### src/rtl/reaction_timebase.sv
// ---------------------------------------------------------------------------
// reaction_timebase
//   Timing responder for the reaction-test controller. Owns the 1 ms
//   prescaler, the LFSR-randomised pre-stimulus delay and the reaction
//   stopwatch that feeds the display path.
//
// Ports
//   clk           in   system clock
//   rst_n         in   synchronous reset, active low
//   arm           in   level, high while the controller waits for stimulus
//   start_timer   in   1-cycle pulse: zero stopwatch and run
//   stop_timer    in   1-cycle pulse: freeze stopwatch
//   clear         in   1-cycle pulse: stop and zero stopwatch
//   delay_done    out  registered; high once the random delay has elapsed
//   elapsed_time  out  stopwatch value in ms (binary, 14 bits)
//   overflow      out  stopwatch reached MAX_COUNT and saw another tick
//   timing        out  stopwatch running
//   ms_tick       out  1-cycle pulse on the last prescaler count
// ---------------------------------------------------------------------------
module reaction_timebase #(
  parameter int TICK_DIV     = 10000,
  parameter int MIN_DELAY_MS = 1000,
  parameter int RAND_BITS    = 11,
  parameter int MAX_COUNT    = 9999
) (
  input  logic        clk,
  input  logic        rst_n,
  input  logic        arm,
  input  logic        start_timer,
  input  logic        stop_timer,
  input  logic        clear,
  output logic        delay_done,
  output logic [13:0] elapsed_time,
  output logic        overflow,
  output logic        timing,
  output logic        ms_tick
);

  localparam int PS_W  = $clog2(TICK_DIV);
  localparam int TGT_W = $clog2(MIN_DELAY_MS + (1 << RAND_BITS)) + 1;
  localparam logic [PS_W-1:0] PS_LAST = PS_W'(TICK_DIV - 1);
  localparam logic [13:0]     MAX_VAL = 14'(MAX_COUNT);
  localparam logic [15:0]     LFSR_SEED = 16'hACE1;

  typedef enum logic [1:0] {D_IDLE, D_COUNT, D_DONE} dstate_t;

  logic [PS_W-1:0]  r_presc;
  logic [15:0]      r_lfsr;
  dstate_t          r_state;
  dstate_t          w_state_nxt;
  logic [TGT_W-1:0] r_target;
  logic [TGT_W-1:0] w_target_nxt;
  logic [TGT_W-1:0] r_dcount;
  logic [TGT_W-1:0] w_dcount_nxt;
  logic             r_delay_done;
  logic             w_done_nxt;
  logic [13:0]      r_elapsed;
  logic             r_overflow;
  logic             r_timing;
  logic             w_tick;
  logic             w_arm_start;

  // Galois form, taps x^16+x^14+x^13+x^11+1; a nonzero seed never reaches zero.
  function automatic logic [15:0] lfsr_step(input logic [15:0] s);
    lfsr_step = {1'b0, s[15:1]} ^ (s[0] ? 16'hB400 : 16'h0000);
  endfunction

  assign w_tick      = (r_presc == PS_LAST);
  assign w_arm_start = (r_state == D_IDLE) && arm;

  // ---- prescaler and LFSR --------------------------------------------------
  // Restarting the prescaler on start/arm makes the first ms a full ms.
  always_ff @(posedge clk) begin
    if (!rst_n) begin
      r_presc <= '0;
      r_lfsr  <= LFSR_SEED;
    end else begin
      r_lfsr <= lfsr_step(r_lfsr);
      if (start_timer || w_arm_start || w_tick)
        r_presc <= '0;
      else
        r_presc <= r_presc + 1'b1;
    end
  end

  // ---- delay FSM: state register --------------------------------------------
  always_ff @(posedge clk) begin
    if (!rst_n) begin
      r_state      <= D_IDLE;
      r_delay_done <= 1'b0;
    end else begin
      r_state      <= w_state_nxt;
      r_delay_done <= w_done_nxt;
    end
    // target/count are always reloaded in D_IDLE before use
    r_target <= w_target_nxt;
    r_dcount <= w_dcount_nxt;
  end

  // ---- delay FSM: next state ------------------------------------------------
  always_comb begin
    w_state_nxt  = r_state;
    w_target_nxt = r_target;
    w_dcount_nxt = r_dcount;
    w_done_nxt   = r_delay_done;
    if (!arm) begin
      w_state_nxt = D_IDLE;
      w_done_nxt  = 1'b0;
    end else begin
      case (r_state)
        D_IDLE: begin
          w_target_nxt = TGT_W'(MIN_DELAY_MS) + TGT_W'(r_lfsr[RAND_BITS-1:0]);
          w_dcount_nxt = '0;
          w_state_nxt  = D_COUNT;
        end
        D_COUNT: begin
          if (w_tick) begin
            w_dcount_nxt = r_dcount + 1'b1;
            // the target-th tick completes the delay
            if (r_dcount == r_target - TGT_W'(1)) begin
              w_done_nxt  = 1'b1;
              w_state_nxt = D_DONE;
            end
          end
        end
        D_DONE:  w_done_nxt  = 1'b1;
        default: w_state_nxt = D_IDLE;
      endcase
    end
  end

  // ---- stopwatch ------------------------------------------------------------
  // Priority: clear > start > stop > tick. Saturates at MAX_VAL, flags overflow.
  always_ff @(posedge clk) begin
    if (!rst_n || clear) begin
      r_elapsed  <= '0;
      r_overflow <= 1'b0;
      r_timing   <= 1'b0;
    end else if (start_timer) begin
      r_elapsed  <= '0;
      r_overflow <= 1'b0;
      r_timing   <= 1'b1;
    end else if (stop_timer) begin
      r_timing <= 1'b0;
    end else if (r_timing && w_tick) begin
      if (r_elapsed == MAX_VAL)
        r_overflow <= 1'b1;
      else
        r_elapsed <= r_elapsed + 1'b1;
    end
  end

  assign delay_done   = r_delay_done;
  assign elapsed_time = r_elapsed;
  assign overflow     = r_overflow;
  assign timing       = r_timing;
  assign ms_tick      = w_tick;

endmodule

### config.mk
export PLATFORM = sky130hd
export DESIGN_NAME = reaction_timebase
export DESIGN_NICKNAME = d
export VERILOG_FILES = /design/src/rtl/reaction_timebase.sv
export SDC_FILE = /design/constraint.sdc
export NUM_CORES = 1
export LEC_CHECK = 0
export CAP_MARGIN = 25
export CORE_ASPECT_RATIO = 0.5
export CORE_UTILIZATION = 38
export DETAILED_ROUTE_END_ITERATION = 7
export GPL_TIMING_DRIVEN = 1
export SYNTH_ARGS = -nofsm -noshare
export SYNTH_HDL_FRONTEND = slang
export SYNTH_SLANG_ARGS = --single-unit
### constraint.sdc
create_clock -name clk -period 3 [get_ports clk]
set_input_delay 0.6 -clock clk [delete_from_list [all_inputs] [get_ports clk]]
set_output_delay 0.6 -clock clk [all_outputs]
set_load 0.05 [all_outputs]
Word-level counts from Yosys, hierarchy flattened. Cells that the tools add are included.

Word-level logic and storage cells: 56. Input port bits: 6. Output and inout port bits: 18. Flip-flop bits (word level): 75.

Bitwise gates (word level): 5. Muxes and demuxes: 11. Add/subtract/negate cells: 5. Reduce and logical (&&, ||, !) cells: 19. Eq/ne operators: 7.

Operator list (count): $add A14 B1 Y14 const B (2); $eq A14 B14 Y1 const B (2); $pmux W13 S2 (1); $mux W16 (1); $xor A15 B16 Y16 (1); $reduce_and A3 Y1 (5); $add A13 B1 Y13 const B (1); $eq A13 B13 Y1 (1); $mux W13 (1); $sub A13 B1 Y13 const B (1); $add A10 B11 Y12 const A (1); $pmux W2 S3 (1); $reduce_bool A2 Y1 (3); $mux W1 (4); $mux W2 (2); $ne A2 B2 Y1 const B (2); $not A1 Y1 (4); $reduce_and A2 Y1 (2); $reduce_or A2 Y1 (2); $logic_or A1 B1 Y1 (3); $eq A2 B1 Y1 const B (1); $eq A2 B2 Y1 const B (1); $logic_and A1 B1 Y1 (2); $logic_not A2 Y1 (1); 2 further kinds (2).

Depth between registers and ports, before layout.
Depth after elaboration: 5. Gate-level depth with buffers: 9. Mapped depth without buffers: 8.

Worst setup path after synthesis. No wires, ideal clock.

Path kind: reg-to-reg. Start point: reg r_target[3]. End point: reg r_delay_done (netlist: delay_done). Path slack: 792 ps. Cell stages (with the launch flop): 9. Path buffers: 2. Library setup time: 123 ps. Arrival time: 2085 ps. Clock period less this slack: 2208 ps. Data required time: 2877 ps. Path through: edfxtp_1 buf_6 or4_1 buf_2 a2111oi_1 a2bb2oi_1 nor4_1 a32oi_1 a21oi_1.

Cells in the longest elaborated chain, start to end: 4.

RTL lines: start: declaration (line 51) `logic [TGT_W-1:0] r_target;`; start signal: assignment (line 96) `r_target <= w_target_nxt;`; $sub A13 B1 Y13 (line 120) `if (r_dcount == r_target - TGT_W'(1)) begin`; $eq A13 B13 Y1 (line 120); $ne A2 B2 Y1 (no source line); $reduce_and A3 Y1 (no source line); end signal: assignment (line 93) `r_delay_done <= w_done_nxt;`; end: declaration (line 55) `logic r_delay_done;`.

No other way between the ends. A chain may end at the register's enable or synchronous reset.

Worst setup path in the final report.
Start point: reg r_presc[0]. End point: out ms_tick.

Cells in the longest elaborated chain, start to end: 1.

RTL lines: start: declaration (line 47) `logic [PS_W-1:0] r_presc;`; start signal: assignment (line 82) `r_presc <= r_presc + 1'b1;`; $eq A14 B14 Y1 (line 68) `assign w_tick = (r_presc == PS_LAST);`; end: declaration (line 36) `output logic ms_tick`.

No other way between the ends.

==> metrics.txt <==
clock sinks 74; total number of vias 2,607; total wire length 7.17 mm; Yosys cell types 50; die height 70.1 um; Syn Area/Cell 9.84 um^2; Post-CTS Setup Inserts 0; Slew HR 62.0%; Initial DRC Count 139; drt drc 0; final net count 393; Mapped Cells 358; Hold Slack 0.412 ns; Remaining Overflow, GRT 0; final hold violations 0; synth warn 0; gr usage total 16.2%; Die Span X 138 um; Post-DP HPWL 5.24 mm; Slew Limit Fails 0; Setup crit end kind primary output; placed cell areas 3860 um^2; CTS tree yes; DIE AREA 9680 um^2; final design instance area without fill 4130 um^2; I/O Buffers 23; H-tree levels 3; worst slew pin tran 0.570 ns; TritonRoute pass-1 iters 4; Antenna Nets Post-Route 0; status finished clean; core box area 8860 um^2; Tot Pwr 2.24 mW; Data arrival, critical path 2.23 ns; Layout Cells excl Fill 504; Initial Util 39.8%; crit share post-route 94.2%; startpoint class of the critical path flip-flop; CTS-repair resized insts 0; power per standard cell area 541 nW/um^2; Critical Path Max Stage Delay 0.81 ns; Net Count, Synth 369; site row count 24; fin crit period 2.83 ns; CTS Hold Bufs 0; Max Fclk 0.354 GHz; Worst-Skew Late Latency 0.34 ns; Crit Path Category flip-flop to primary output; crit-path max FO 6; post-synthesis sequential area ratio 49.1%; CTS Buffer Depth 2; Lkg Pwr 1.42 nW; placed cell count 488; clock tree root driver cell clkbuf_16; initial antenna violation count 0; setup_tns 0 ns; crit path max-delay cell type clkdlybuf4s50_1; clock-pin slew on the worst setup and hold paths 0.06 ns; DR WL/cell 14.2 um; I/O pins 24; vias in the first global route 2,518; post-synthesis async set-or-reset flop share 0%; fraction of layout cells with a size suffix above 1 5.68%; max-cap violations 0; prevailing post-synth register cell dfxtp_1; Vias/cell 5.17; largest net degree at the start of global routing 16; antenna diode count 0; RSZ-0062 raised after global routing false; Num CTS Buffers 9; area delta synth->final 17.2%; Cell Chain, Critical Path ha_1, and3_1, and4_1, clkdlybuf4s50_1; CP required 2.40 ns; first-pass GRT wire length 12.1 mm; Post-synth EDFFs 25; post-synth design cell area 3520 um^2; Setup Viol. Count Final 0; Max rail drop VDD 0.363 mV; Hold Crit Class flip-flop to flip-flop; clk_skew 0.00663 ns; Placer Congestion 0.828; synthesis-stage register bit count 74
registers in the layout, summed over array words and instances, names as in the netlist:
name / count
r_state: 2
r_target: 12
timing: 1
r_dcount: 13
elapsed_time: 14
r_presc: 14
r_lfsr: 16
delay_done: 1
overflow: 1
routing by layer:
metal | track usage [%] | routed length, um | vias to the layer above
met4 | 6.37 | 141 | 0
met2 | 25.8 | 3240 | 31
met5 | 0 | 0 | -
met3 | 5.42 | 216 | 13
met1 | 20.5 | 3560 | 1242
li1 | - | - | 1321
synthesized netlist by cell type, drive strengths merged, types with 2 or more instances:
| master | n | area share [%] |
|---|---|---|
| o31a | 3 | 0.75 |
| buf | 2 | 0.46 |
| nor3 | 10 | 1.4 |
| o21ai | 9 | 1.3 |
| nand4 | 4 | 0.71 |
| nand3 | 18 | 2.6 |
| dfxtp | 49 | 28 |
| nor2 | 45 | 4.8 |
| mux2i | 2 | 0.57 |
| nor3b | 3 | 0.64 |
| clkbuf | 11 | 1.2 |
| edfxtp | 25 | 21 |
| nor2b | 5 | 0.89 |
| nor4b | 2 | 0.67 |
| and3 | 13 | 2.3 |
| a21oi | 12 | 1.7 |
| ha | 5 | 1.8 |
| nor4 | 5 | 1.2 |
| or4 | 3 | 0.64 |
| and2 | 8 | 1.4 |
| inv | 12 | 1.3 |
| and4 | 4 | 0.99 |
| nand2b | 11 | 2.0 |
| or3 | 11 | 2.0 |
| a2111oi | 4 | 1.2 |
| xor2 | 25 | 6.2 |
| nand2 | 16 | 1.7 |
| xnor2 | 25 | 6.2 |
worst max-delay path: cells and delay by family (launching register included):
kind          cells  cell delay [ns]
buf+inv           1             0.81
simple gates      2             0.52
flops             1             0.37
fa+ha+maj         1             0.20
area by class of cell:
type / count / area, um^2
clock buffers: 12 / 236
clock inverters: 4 / 27.5
fillers: 826 / 4730
inverters: 12 / 45.0
multi-input cells: 259 / 1690
flip-flops and latches: 74 / 1730
well taps: 117 / 146
repair buffers: 26 / 253
final timing paths:
check / startpoint / endpoint / slack (ns) / cells past startpoint
worst min-delay path: r_lfsr[12] / r_lfsr[11] / 0.41 / 1
worst max-delay path: r_presc[0] / ms_tick / 0.17 / 4
worst min register to register: r_lfsr[12] / r_lfsr[11] / 0.41 / 1
worst max register to register: r_target[3] / delay_done / 0.54 / 6
report_power, final:
group	internal, mW	total [mW]	switching, mW
sequential	1.08	1.13	0.0458
combinational	0.0667	0.143	0.0763
clock	0.561	0.966	0.406
total	1.71	2.24	0.528
cells in the final DEF (no fill, tap or decap), types with 3 or more instances in the layout:
cell,Yosys,final
nor3_1,10,10
ha_1,5,5
and3_1,13,13
or4_1,3,3
xor2_1,25,25
clkbuf_16,0,9
clkbuf_1,11,3
a21oi_1,12,12
nand4_1,4,4
nand2b_1,11,11
nor2_1,45,45
nor3b_1,3,3
or3_1,11,11
and2_1,8,8
nand2_1,16,16
xnor2_1,25,25
clkdlybuf4s50_1,0,23
o31a_1,3,3
nand3_1,18,18
buf_4,0,3
o21ai_0,7,7
and4_1,4,4
dfxtp_1,49,49
nor4_1,3,3
nor2b_1,5,5
edfxtp_1,25,25
inv_1,12,12
logic make-up after synthesis:
kind of cell / share of synthesized area [%]
AND/OR/NAND/NOR: 25.1
multiplexers: 0.568
flip-flops: 49.1
adder cells (fa/ha/maj): 1.78
AO/OA/AOI/OAI: 8.06
buffers and inverters: 2.91
XOR/XNOR: 12.4
per-stage QoR:
step	setup slack (ns)	utilization [%]
6_report	0.174	46.6
2_1_floorplan	0.792	-
5_1_grt	0.0731	46.6
3_5_place_dp	0.517	43.6
3_3_place_gp	0.591	43.6
4_1_cts	0.149	46.6
(Power assumes the default switching activity.)
==> edit (same settings) <==
Register the input `clear` before use. The logic sees it one clock later. The other inputs are not delayed to match. Comments in the files are not updated.
--- a/src/rtl/reaction_timebase.sv
+++ b/src/rtl/reaction_timebase.sv
@@ -43,6 +43,12 @@
   localparam logic [15:0]     LFSR_SEED = 16'hACE1;
 
   typedef enum logic [1:0] {D_IDLE, D_COUNT, D_DONE} dstate_t;
+
+  logic clear_q;
+
+  always_ff @(posedge clk) begin
+    clear_q <= clear;
+  end
 
   logic [PS_W-1:0]  r_presc;
   logic [15:0]      r_lfsr;
@@ -132,7 +138,7 @@
   // ---- stopwatch ------------------------------------------------------------
   // Priority: clear > start > stop > tick. Saturates at MAX_VAL, flags overflow.
   always_ff @(posedge clk) begin
-    if (!rst_n || clear) begin
+    if (!rst_n || clear_q) begin
       r_elapsed  <= '0;
       r_overflow <= 1'b0;
       r_timing   <= 1'b0;
Formal check against the unedited RTL: not equivalent (a bounded check fails within 4 cycles, from zero or initial values and one cycle with rst_n low).
==> edit against the original RTL <==
- clock skew shrank 0.00097 ns
- synthesized cell count grew 0.28%
- cell area grew 0.48%
- wire length grew 3.2%
- synthesized area grew 0.57%
- setup slack lost 0.0051 ns
- core utilization grew 0.068 points
- total power grew 0.62%
- count of clock-buffer cells in the layout grew 1
- cell count grew 0.20%
- sequential cell count grew 1
- maximum frequency shrank 0.18%
==> edit: results (changes against the original RTL) <==
Detailed routing
  – Avg WL per Cell: 14.64 um (+3.0%)
  – Drt first-iter violations: 129 (-7.2%)
  – Vias per std cell: 5.212 (+0.76%)
  – DR pass1 iterations: 4 (unchanged)

Status
  – Status: finished clean

Finish
  – Largest register FFs: 16 (unchanged)
  – Layout Nets: 394 (+0.25%)
  – Share of cells above drive strength 1: 5.670% (-0.015 points)
  – Fill cells: 833 (+0.85%)

Placed design
  – Routability Congestion: 0.8083 (-2.4%)
  – Port bufs: 23 (unchanged)
  – Hpwl dp: 5.397 mm (+3.0%)

Timing
  – Final clock skew: 0.005664 ns (-0.0009709 ns)
  – Relative slew slack: 61.73% (-0.25 points)
  – Final setup viols: 0 (unchanged)

Logic synthesis
  – Post-synth top cells: dfxtp_1 (50), nor2_1 (45), edfxtp_1 (25), xnor2_1 (25), xor2_1 (25)
  – Sequential-to-total area share from yosys stat: 49.44% (+0.29 points)
  – Largest cells by area after synthesis: dfxtp_1 (28%), edfxtp_1 (21%), xnor2_1 (6.2%), xor2_1 (6.2%), nor2_1 (4.8%)
  – Yosys warnings: 0 (unchanged)
  – Synthesized net count: 370 (+0.27%)

Worst hold path
  – Hold Crit Depth: 1 (unchanged)
  – Worst min path class: register to register

Power
  – Worst vdd ir: 0.2740 mV (-25%)
  – Internal: 1.726 mW (+1.1%)
  – Static Leakage: 1.428 nW (+0.60%)

Critical path
  – Crit Path Max Fanout: 6 (unchanged)

GRT
  – All-Layer GR Usage: 16.61% (+0.37 points)
  – Vias in the first global route: 2,623 (+4.2%)
  – Global-route wire length before repair: 12.48 mm (+2.7%)

Clock network
  – Post-CTS resize count: 0 (unchanged)
  – Reg clk slew, reported paths: 0.06 ns (about the same)
## edit: cell count changes after synthesis
cell / unedited run / this run
dfxtp_1: 49 / 50
## edit: cells by family (layout without fill, tap and decap cells)
logic type	count (synthesis)	in the layout	synth area share [%]
compound gates	40	40	8.016
xor+xnor	50	50	12.36
fa+ha+maj	5	5	1.766
buf+inv	25	54	2.895
flops	75	75	49.44
mux	2	2	0.5650
simple gates	162	162	24.96
## edit: metal layers
metal / global-route usage [%] / up-vias / routed length (um)
met5: 0 / - / 0
met4: 6.242 / 0 / 91
met3: 6.379 / 10 / 411
met2: 26.96 / 52 / 3371
met1: 20.06 / 1255 / 3520
li1: - / 1315 / -
## edit: final timing paths
path	startpoint	end	slack, ns
setup / recovery	r_presc[0]	ms_tick	0.17
hold / removal	r_lfsr[12]	r_lfsr[11]	0.41
setup reg to reg	r_target[3]	delay_done	0.52
hold reg to reg	r_lfsr[12]	r_lfsr[11]	0.41
## edit: cell type report
type	instances	area share [%]
flip-flops and latches	75	42.22
multi-input cells	259	40.71
repair buffers	26	6.092
clock buffers	13	5.790
well taps	117	3.528
inverters	12	1.086
clock inverters	3	0.5730
## edit: through the flow
stage	utilization, %	worst slack [ns]	hold slack (ns)	std cells	cell area (um2)
after detailed placement	43.71	0.5211	0.3972	489	3885
after global routing	46.68	0.05120	0.4299	505	4149
after CTS	46.68	0.1477	0.4104	505	4149
after global placement	43.71	0.6032	0.3932	489	3885
after floorplan	-	0.7920	0.3863	359	3543
final	46.68	0.1689	0.4076	505	4149
## edit: power groups by stage
| stage | clock network, mW | logic [mW] | registers [mW] |
|---|---|---|---|
| 6_report | 0.963 | 0.145 | 1.14 |
| 3_3_place_gp | 0 | 0.142 | 1.16 |
| 3_5_place_dp | 0 | 0.145 | 1.16 |
| 4_1_cts | 0.997 | 0.147 | 1.14 |
| 2_1_floorplan | 0 | 0.111 | 1.15 |
| 5_1_grt | 1.04 | 0.162 | 1.15 |
## edit: worst register-to-register path: cells and delay by family, from the launching register on
kind | cells | cell delay [ns]
compound gates | 4 | 1.04
simple gates | 2 | 0.82
flops | 1 | 0.49
